`config.mk`:
```
export PLATFORM = sky130hd
export DESIGN_NAME = vend_ctrl_multi
export DESIGN_NICKNAME = d
export VERILOG_FILES = /design/src/rtl/vend_pkg.sv /design/src/rtl/vend_edge_det.sv /design/src/rtl/vend_ctrl_multi.sv
export SDC_FILE = /design/constraint.sdc
export NUM_CORES = 1
export LEC_CHECK = 0
export BUFFER_PORTS_ARGS = -buffer_cell sky130_fd_sc_hd__buf_2
export CAP_MARGIN = 25
export CORE_MARGIN = 3
export CORE_UTILIZATION = 55
export CTS_BUF_LIST = sky130_fd_sc_hd__clkbuf_8
export CTS_CLUSTER_SIZE = 24
export DETAILED_ROUTE_END_ITERATION = 8
export HOLD_SLACK_MARGIN = 0.02
export PLACE_DENSITY = 0.83
export SYNTH_ARGS = -nofsm -noshare
export SYNTH_HDL_FRONTEND = slang
export SYNTH_SLANG_ARGS = --single-unit
```
`constraint.sdc`:
```
create_clock -name clk -period 6.4 [get_ports clk]
set_input_delay 0.64 -clock clk [delete_from_list [all_inputs] [get_ports clk]]
set_output_delay 0.64 -clock clk [all_outputs]
set_load 0.02 [all_outputs]
```
`src/rtl/vend_pkg.sv`:
```
`default_nettype none
// vend_pkg: FSM state type, default price/coin tables and change-coin selection
// shared by the vending controller.
package vend_pkg;

  typedef enum logic [1:0] {
    IDLE   = 2'd0,
    VEND   = 2'd1,
    CHANGE = 2'd2
  } vend_state_t;

  localparam int DEF_PW = 7;
  localparam logic [5*DEF_PW-1:0] DEF_PRICES   = {7'd8, 7'd10, 7'd6, 7'd5, 7'd7};
  localparam logic [4*DEF_PW-1:0] DEF_COIN_VAL = {7'd20, 7'd10, 7'd5, 7'd1};

  // One-hot of the largest coin value not exceeding credit; zero when none fits.
  function automatic logic [3:0] largest_coin(input int unsigned credit,
                                              input int unsigned v0,
                                              input int unsigned v1,
                                              input int unsigned v2,
                                              input int unsigned v3);
    int unsigned vals [4];
    int unsigned best;
    logic [3:0]  sel;
    vals = '{v0, v1, v2, v3};
    best = 0;
    sel  = '0;
    for (int k = 0; k < 4; k++) begin
      if (vals[k] != 0 && vals[k] <= credit && vals[k] > best) begin
        best   = vals[k];
        sel    = '0;
        sel[k] = 1'b1;
      end
    end
    return sel;
  endfunction

endpackage
`default_nettype wire

```
`src/rtl/vend_edge_det.sv`:
```
`default_nettype none
// vend_edge_det: registers each input bit once and flags its 0->1 transitions.
module vend_edge_det #(
  parameter int WIDTH = 1
) (
  input  logic             clk,
  input  logic             rst,
  input  logic [WIDTH-1:0] din,
  output logic [WIDTH-1:0] rise
);

  logic [WIDTH-1:0] prev;

  always_ff @(posedge clk or negedge rst) begin
    if (!rst) prev <= '0;
    else      prev <= din;
  end

  assign rise = din & ~prev;

endmodule
`default_nettype wire

```
`src/rtl/vend_ctrl_multi.sv`:
```
`default_nettype none
// vend_ctrl_multi: coin credit, wrap-around menu selection, vend handshake and
// coin-by-coin change return for an N_ITEMS vending machine.
module vend_ctrl_multi
  import vend_pkg::*;
#(
  parameter int                        N_ITEMS    = 5,
  parameter int                        PW         = DEF_PW,
  parameter logic [N_ITEMS*PW-1:0]     PRICES     = DEF_PRICES,
  parameter int                        MAX_CREDIT = 99,
  parameter logic [4*PW-1:0]           COIN_VAL   = DEF_COIN_VAL
) (
  input  logic                       clk,
  input  logic                       rst,
  input  logic [3:0]                 coin_in,
  input  logic                       btn_left,
  input  logic                       btn_right,
  input  logic                       btn_confirm,
  input  logic                       btn_cancel,
  output logic [PW-1:0]              credit,
  output logic [$clog2(N_ITEMS)-1:0] sel_idx,
  output logic [PW-1:0]              sel_price,
  output logic [N_ITEMS-1:0]         afford,
  output logic                       vend_valid,
  output logic [$clog2(N_ITEMS)-1:0] vend_idx,
  input  logic                       vend_ready,
  output logic                       chg_valid,
  output logic [3:0]                 chg_coin,
  input  logic                       chg_ready,
  output logic                       coin_reject,
  output logic                       busy
);

  localparam int          IW   = $clog2(N_ITEMS);
  localparam logic [PW:0] MAXC = (PW+1)'(MAX_CREDIT);
  localparam int unsigned CV0  = 32'(COIN_VAL[0*PW +: PW]);
  localparam int unsigned CV1  = 32'(COIN_VAL[1*PW +: PW]);
  localparam int unsigned CV2  = 32'(COIN_VAL[2*PW +: PW]);
  localparam int unsigned CV3  = 32'(COIN_VAL[3*PW +: PW]);

  logic [3:0]  coin_ev;
  logic [3:0]  btn_ev;
  logic        left_ev, right_ev, confirm_ev, cancel_ev;

  vend_edge_det #(.WIDTH(4)) u_coin_edge (
    .clk  (clk),
    .rst  (rst),
    .din  (coin_in),
    .rise (coin_ev)
  );

  vend_edge_det #(.WIDTH(4)) u_btn_edge (
    .clk  (clk),
    .rst  (rst),
    .din  ({btn_cancel, btn_confirm, btn_right, btn_left}),
    .rise (btn_ev)
  );

  assign left_ev    = btn_ev[0];
  assign right_ev   = btn_ev[1];
  assign confirm_ev = btn_ev[2];
  assign cancel_ev  = btn_ev[3];

  vend_state_t state;

  logic [PW-1:0] coin_val;
  logic          multi_coin;
  logic [PW:0]   coin_sum;
  logic [PW-1:0] vend_price, vend_rem;
  logic [PW-1:0] chg_val, chg_rem;
  logic [3:0]    cancel_coin, vend_coin, next_coin;

  // Ascending scan so the highest-index coin edge wins.
  always_comb begin
    coin_val = '0;
    chg_val  = '0;
    for (int k = 0; k < 4; k++) begin
      if (coin_ev[k])  coin_val = COIN_VAL[k*PW +: PW];
      if (chg_coin[k]) chg_val  = COIN_VAL[k*PW +: PW];
    end
    multi_coin  = ($countones(coin_ev) > 1);
    coin_sum    = {1'b0, credit} + {1'b0, coin_val};
    vend_price  = PRICES[vend_idx*PW +: PW];
    vend_rem    = credit - vend_price;
    chg_rem     = credit - chg_val;
    cancel_coin = largest_coin(32'(credit),   CV0, CV1, CV2, CV3);
    vend_coin   = largest_coin(32'(vend_rem), CV0, CV1, CV2, CV3);
    next_coin   = largest_coin(32'(chg_rem),  CV0, CV1, CV2, CV3);
  end

  for (genvar i = 0; i < N_ITEMS; i++) begin : g_afford
    assign afford[i] = (credit >= PRICES[i*PW +: PW]);
  end

  assign sel_price = PRICES[sel_idx*PW +: PW];

  always_ff @(posedge clk or negedge rst) begin
    if (!rst) begin
      state       <= IDLE;
      credit      <= '0;
      sel_idx     <= '0;
      vend_valid  <= 1'b0;
      vend_idx    <= '0;
      chg_valid   <= 1'b0;
      chg_coin    <= '0;
      coin_reject <= 1'b0;
      busy        <= 1'b0;
    end else begin
      coin_reject <= 1'b0;
      case (state)
        IDLE: begin
          if (cancel_ev) begin
            coin_reject <= |coin_ev;
            if (credit != '0) begin
              state     <= CHANGE;
              busy      <= 1'b1;
              chg_valid <= 1'b1;
              chg_coin  <= cancel_coin;
            end
          end else if (confirm_ev) begin
            coin_reject <= |coin_ev;
            if (afford[sel_idx]) begin
              state      <= VEND;
              busy       <= 1'b1;
              vend_valid <= 1'b1;
              vend_idx   <= sel_idx;
            end
          end else begin
            if (left_ev && !right_ev)
              sel_idx <= (sel_idx == '0) ? IW'(N_ITEMS-1) : sel_idx - IW'(1);
            else if (right_ev && !left_ev)
              sel_idx <= (sel_idx == IW'(N_ITEMS-1)) ? '0 : sel_idx + IW'(1);
            if (|coin_ev) begin
              if (coin_sum > MAXC) begin
                coin_reject <= 1'b1;
              end else begin
                credit      <= coin_sum[PW-1:0];
                coin_reject <= multi_coin;
              end
            end
          end
        end
        VEND: begin
          coin_reject <= |coin_ev;
          if (vend_ready) begin
            vend_valid <= 1'b0;
            credit     <= vend_rem;
            if (vend_rem != '0) begin
              state     <= CHANGE;
              chg_valid <= 1'b1;
              chg_coin  <= vend_coin;
            end else begin
              state <= IDLE;
              busy  <= 1'b0;
            end
          end
        end
        CHANGE: begin
          coin_reject <= |coin_ev;
          if (chg_ready) begin
            credit <= chg_rem;
            if (chg_rem == '0) begin
              state     <= IDLE;
              busy      <= 1'b0;
              chg_valid <= 1'b0;
              chg_coin  <= '0;
            end else begin
              chg_coin <= next_coin;
            end
          end
        end
        default: begin
          state      <= IDLE;
          busy       <= 1'b0;
          vend_valid <= 1'b0;
          chg_valid  <= 1'b0;
          chg_coin   <= '0;
        end
      endcase
    end
  end

endmodule
`default_nettype wire

```
### After elaboration in Yosys (flattened, before gate mapping)

Index checks and enable logic that the tools add are counted.

| word-level totals | value |
|---|---|
| register bits | 31 |
| input bits | 12 |
| output and inout port bits | 33 |
| word-level logic and storage cells | 187 |

| cells by class | value |
|---|---|
| add/subtract/negate cells | 8 |
| $mul | 2 |
| magnitude comparators | 29 |
| equal/unequal tests | 19 |
| shift-type cells | 2 |
| muxes and demuxes | 79 |
| bitwise logic cells | 7 |
| reductions and logical operators | 30 |

Operators with widths:

| operator | number |
|---|---|
| $mux 32 | 4 |
| $gt 3x32->1 const A | 3 |
| $gt 4x32->1 const A | 3 |
| $gt 5x32->1 const A | 3 |
| $shiftx 35x7->7 const A | 2 |
| $mux 4 | 16 |
| $mux 7 | 6 |
| $mux 1 | 26 |
| $ne 2x2->1 const B | 13 |
| $mux 3 | 8 |
| $ge 7x3->1 const B | 3 |
| $le 1x7->1 const A | 3 |
| $le 3x7->1 const A | 3 |
| $le 4x7->1 const A | 3 |
| $le 5x7->1 const A | 3 |
| $pmux 7 s3 | 1 |
| $mux 2 | 9 |
| $ge 7x4->1 const B | 2 |
| $reduce_and 7->1 | 2 |
| $reduce_bool 7->1 | 2 |
| $sub 7x7->7 | 2 |
| $mul 3x3->6 const B | 2 |
| $pmux 4 s3 | 1 |
| $reduce_and 6->1 | 2 |
| 31 further kinds | 54 |

### Depth between registers and ports, before layout

| depth | value |
|---|---|
| depth in word-level cells | 19 |
| mapped depth | 14 |
| depth with buffers taken out | 14 |

### Modules after synthesis

A second synthesis with hierarchy kept.

| unflattened totals | value |
|---|---|
| cells, all modules | 383 |
| area total of the unflattened synthesis | 3214.3 um2 |

Modules (own cells, without submodules):

| module | instances | cells each | area an instance (um2) | seq. area each (um2) |
|---|---|---|---|---|
| vend_ctrl_multi | 1 | 367 | 2904.0 | 575.6 |
| vend_edge_det | 2 | 8 | 155.1 | 100.1 |

### Worst setup path after synthesis

OpenSTA, ideal clock, no wires.

| timing | value |
|---|---|
| kind | input to register |
| from | input port coin_in[1] |
| to | register credit[2] |
| library setup time | 0.125 ns |
| arrival time | 3.470 ns |
| required time | 6.275 ns |
| slack | 2.805 ns |
| stages on the path | 14 |
| buffers on the path | 0 |
| cells stage by stage | nor2b_1 inv_1 ha_1 nor3_1 ha_1 ha_1 or3_1 a311oi_1 nor4_1 a2111oi_2 a2111oi_1 o32ai_2 nand2_4 mux2_4 |

| between the ends | value |
|---|---|
| cells in the longest elaborated chain, start to end | 10 |
| elaborated cells between the ends (all ways) | 15 |
| classes of those cells | add/sub (1); order compare (1); eq/ne (2); mux (8); bitwise (1); reduce/logical (2) |

Ends and longest elaborated chain:

| what | RTL line | text |
|---|---|---|
| start: declaration | vend_ctrl_multi.sv:15 | `input logic [3:0] coin_in,` |
| $and 4x4->4 (*) | vend_edge_det.sv:19 | `assign rise = din & ~prev;` |
| branches (longest 9 deep; another with $add 7x7->8) | - |  |
| end signal: assignment | vend_ctrl_multi.sv:137 | `credit <= coin_sum[PW-1:0];` |
| end signal: assignment | vend_ctrl_multi.sv:147 | `credit <= vend_rem;` |
| end signal: assignment | vend_ctrl_multi.sv:161 | `credit <= chg_rem;` |
| end: declaration | vend_ctrl_multi.sv:20 | `output logic [PW-1:0] credit,` |

Mark *: on every way between the ends. The select of a mux whose other input is x is not followed.
A chain may end at the register's enable or synchronous reset.

### Worst setup path in the final report

| timing | value |
|---|---|
| from | input port coin_in[2] |
| to | register credit[2] |

| between the ends | value |
|---|---|
| cells in the longest elaborated chain, start to end | 9 |
| elaborated cells between the ends (all ways) | 14 |
| classes of those cells | add/sub (1); order compare (1); eq/ne (2); mux (7); bitwise (1); reduce/logical (2) |

Ends and longest elaborated chain:

| what | RTL line |
|---|---|
| $and 4x4->4 (*) | vend_edge_det.sv:19 |
| branches (longest 8 deep; another with $add 7x7->8) | - |

Marked as above.

==> results.json <==
{
  "seq_area_frac_synth": 0.2629,
  "grt_max_degree": 32,
  "cp-startpoint": "coin_in[2]",
  "cts.htree.levels": 2,
  "cts_resized": 0,
  "antennaDiodeCount": 0,
  "fin_nets": 430,
  "avgRoutedWirePerCell_um": 16.76,
  "globalplace.congestion": 0.8891,
  "crit_required_ns": 6.58,
  "die_x_um": 79.24,
  "netlist_instances": 356,
  "cts_setup_buffers": 0,
  "path_clk_slew_ns": 0.07,
  "io_pins": 45,
  "fin_worst_skew_ns": 0.007516,
  "drive_gt1_frac": 0.1658,
  "grt_pass1_vias": 2840,
  "cts_made_buffers": 5,
  "ys_ff_latch": 31,
  "cts_buffer_depth": 2,
  "slew_viol_final": 0,
  "grt-ovfl-total": 0,
  "grt_first_pass_wirelength_mm": 13.18,
  "cts_tree": "yes",
  "hold_viol_final": 0,
  "startpoint_type": "primary input",
  "worstSetupEndpointType": "flop",
  "critical_path_arrival_ns": 4.10,
  "tns_ns": 0,
  "slew_headroom": 0.2941,
  "final_cell_mix": "41 x buf_2, 33 x nor2_1, 31 x dfrtp_1",
  "async_reset_ff_frac": 1.000,
  "min_period_ns": 3.920,
  "timing.final.crit_share": 0.6125,
  "first_pass_iters": 6,
  "die_h_um": 79.24,
  "drcViolationCount": 0,
  "rr_startpoint": "u_coin_edge.prev[2]",
  "synth_edf_count": 0,
  "syn_to_final_growth_pct": 10.86,
  "ys_warn_count": 0,
  "hp-class": "primary input to asynchronous set/reset pin",
  "core_sq_um": 5140,
  "rsz0062_at_grt": "no",
  "dieArea_sq_um": 6279,
  "hpwl_mm": 5.647,
  "setup_viol": 0,
  "ys.flop_type": "dfrtp_1",
  "postRouteAntennaNets": 0,
  "io_buffers": 41,
  "antenna_found_initial": 0,
  "via_per_inst": 6.327,
  "crit_fanout": 11,
  "clockRootBuffer": "clkbuf_8",
  "ys_types": 66,
  "cts.sinks": 31,
  "fp-row-count": 26,
  "crit_type": "primary input to flop",
  "drv_cap": 0,
  "syn_avg_cell_area_sq_um": 8.287,
  "cts_hold_buf": 0,
  "grt_use_total": 0.2628,
  "totalWireLength_mm": 7.741,
  "synth_area_sq_um": 2950,
  "outcome": "finished, final reports clean",
  "start_util": 0.5740,
  "layout_commonest_cell": "buf_2",
  "worstMarginPinSlew_ns": 1.049,
  "drt_iter0_drc": 324,
  "insertion_delay_ns": 0.29,
  "final_util": 0.6363,
  "vias": 2923,
  "fmax_mhz": 255.1
}
[Yosys cell counts, types with 3 or more instances]
master,instances,area (sq um)
a21o_1,5,37.54
a21oi_1,20,100.1
a221oi_1,6,52.55
a22o_1,5,43.79
a31oi_1,9,56.30
and3_1,5,31.28
buf_4,4,30.03
clkbuf_1,8,30.03
dfrtp_1,31,775.7
fa_1,3,60.06
ha_1,24,300.3
inv_1,26,97.59
mux2_4,3,45.04
mux2i_1,5,50.05
nand2_1,25,93.84
nand2b_1,7,43.79
nand3_1,7,35.03
nand4_1,3,18.77
nor2_1,33,123.9
nor2b_1,8,50.05
nor3_1,16,80.08
nor4_1,3,18.77
o211ai_1,8,60.06
o21a_1,6,45.04
o21ai_0,21,105.1
o31a_1,3,26.28
xnor2_1,10,87.58
xor2_1,3,26.28
[kinds of logic (layout without fill, tap and decap cells)]
family	after synthesis	in the layout	share of synthesized area
mux	11	11	0.04368
buf+inv	43	77	0.06276
compound gates	109	109	0.2612
simple gates	121	121	0.2074
flops	31	31	0.2629
xor+xnor	13	13	0.03859
other cells	1	3	0.001271
fa+ha+maj	27	27	0.1221
[worst max-delay path, cell delays in order]
cell       delay (ns)
buf_2            0.10
nor2b_1          0.57
nor3_1           0.10
ha_1             0.28
ha_1             0.23
or3_1            0.37
a311oi_1         0.35
o31a_1           0.20
a2111oi_2        0.06
a2111oi_1        0.49
o32ai_2          0.24
nand2_4          0.17
mux2_4           0.31
[metrics by stage]
stage | hold WS (ns) | area, sq um | worst slack, ns | instances
floorplan | 0.3444 | 2958 | 2.805 | 358
global placement | 0.4673 | 3171 | 2.349 | 454
detailed placement | 0.4721 | 3171 | 2.247 | 454
CTS | 0.4302 | 3271 | 2.552 | 462
global route | 0.4551 | 3271 | 2.183 | 462
finish | 0.4039 | 3271 | 2.480 | 462
[final cells by class]
cell class,instances,area (sq um)
Tap cell,70,87.58
Sequential cell,31,775.7
Timing Repair Buffer,41,205.2
Multi-Input combinational cell,284,1997
Clock buffer,7,96.34
Clock inverter,1,3.754
Inverter,28,105.1
Fill cell,448,1869
[metal layers]
| metal | wire length, um | GRT usage | share of wire |
|---|---|---|---|
| met5 | 0 | 0 | 0 |
| met4 | 195 | 0.1117 | 0.025 |
| met3 | 687 | 0.05329 | 0.089 |
| met2 | 3567 | 0.4301 | 0.46 |
| met1 | 3290 | 0.3362 | 0.43 |
[sequential cells by signal, indices dropped and copies added, names as in the netlist]
| name | cells |
|---|---|
| vend_idx | 3 |
| chg_valid | 1 |
| u_coin_edge.prev | 4 |
| state | 2 |
| sel_idx | 3 |
| vend_valid | 1 |
| coin_reject | 1 |
| chg_coin | 4 |
| credit | 7 |
| busy | 1 |
| u_btn_edge.prev | 4 |
[worst paths after layout]
path / slack, ns / to / depth (start not counted)
max: 2.48 / credit[2] / 13
min in group clk: 0.47 / u_btn_edge.prev[0] / 1
min reg2reg: 0.49 / busy / 1
min: 0.40 / chg_coin[1] / 1
max in group asynchronous: 5.52 / sel_idx[0] / 1
max reg2reg: 2.57 / credit[2] / 12
Power is not shown: default switching activity piles up to over one toggle a cycle in this logic, so the estimate is an artifact.
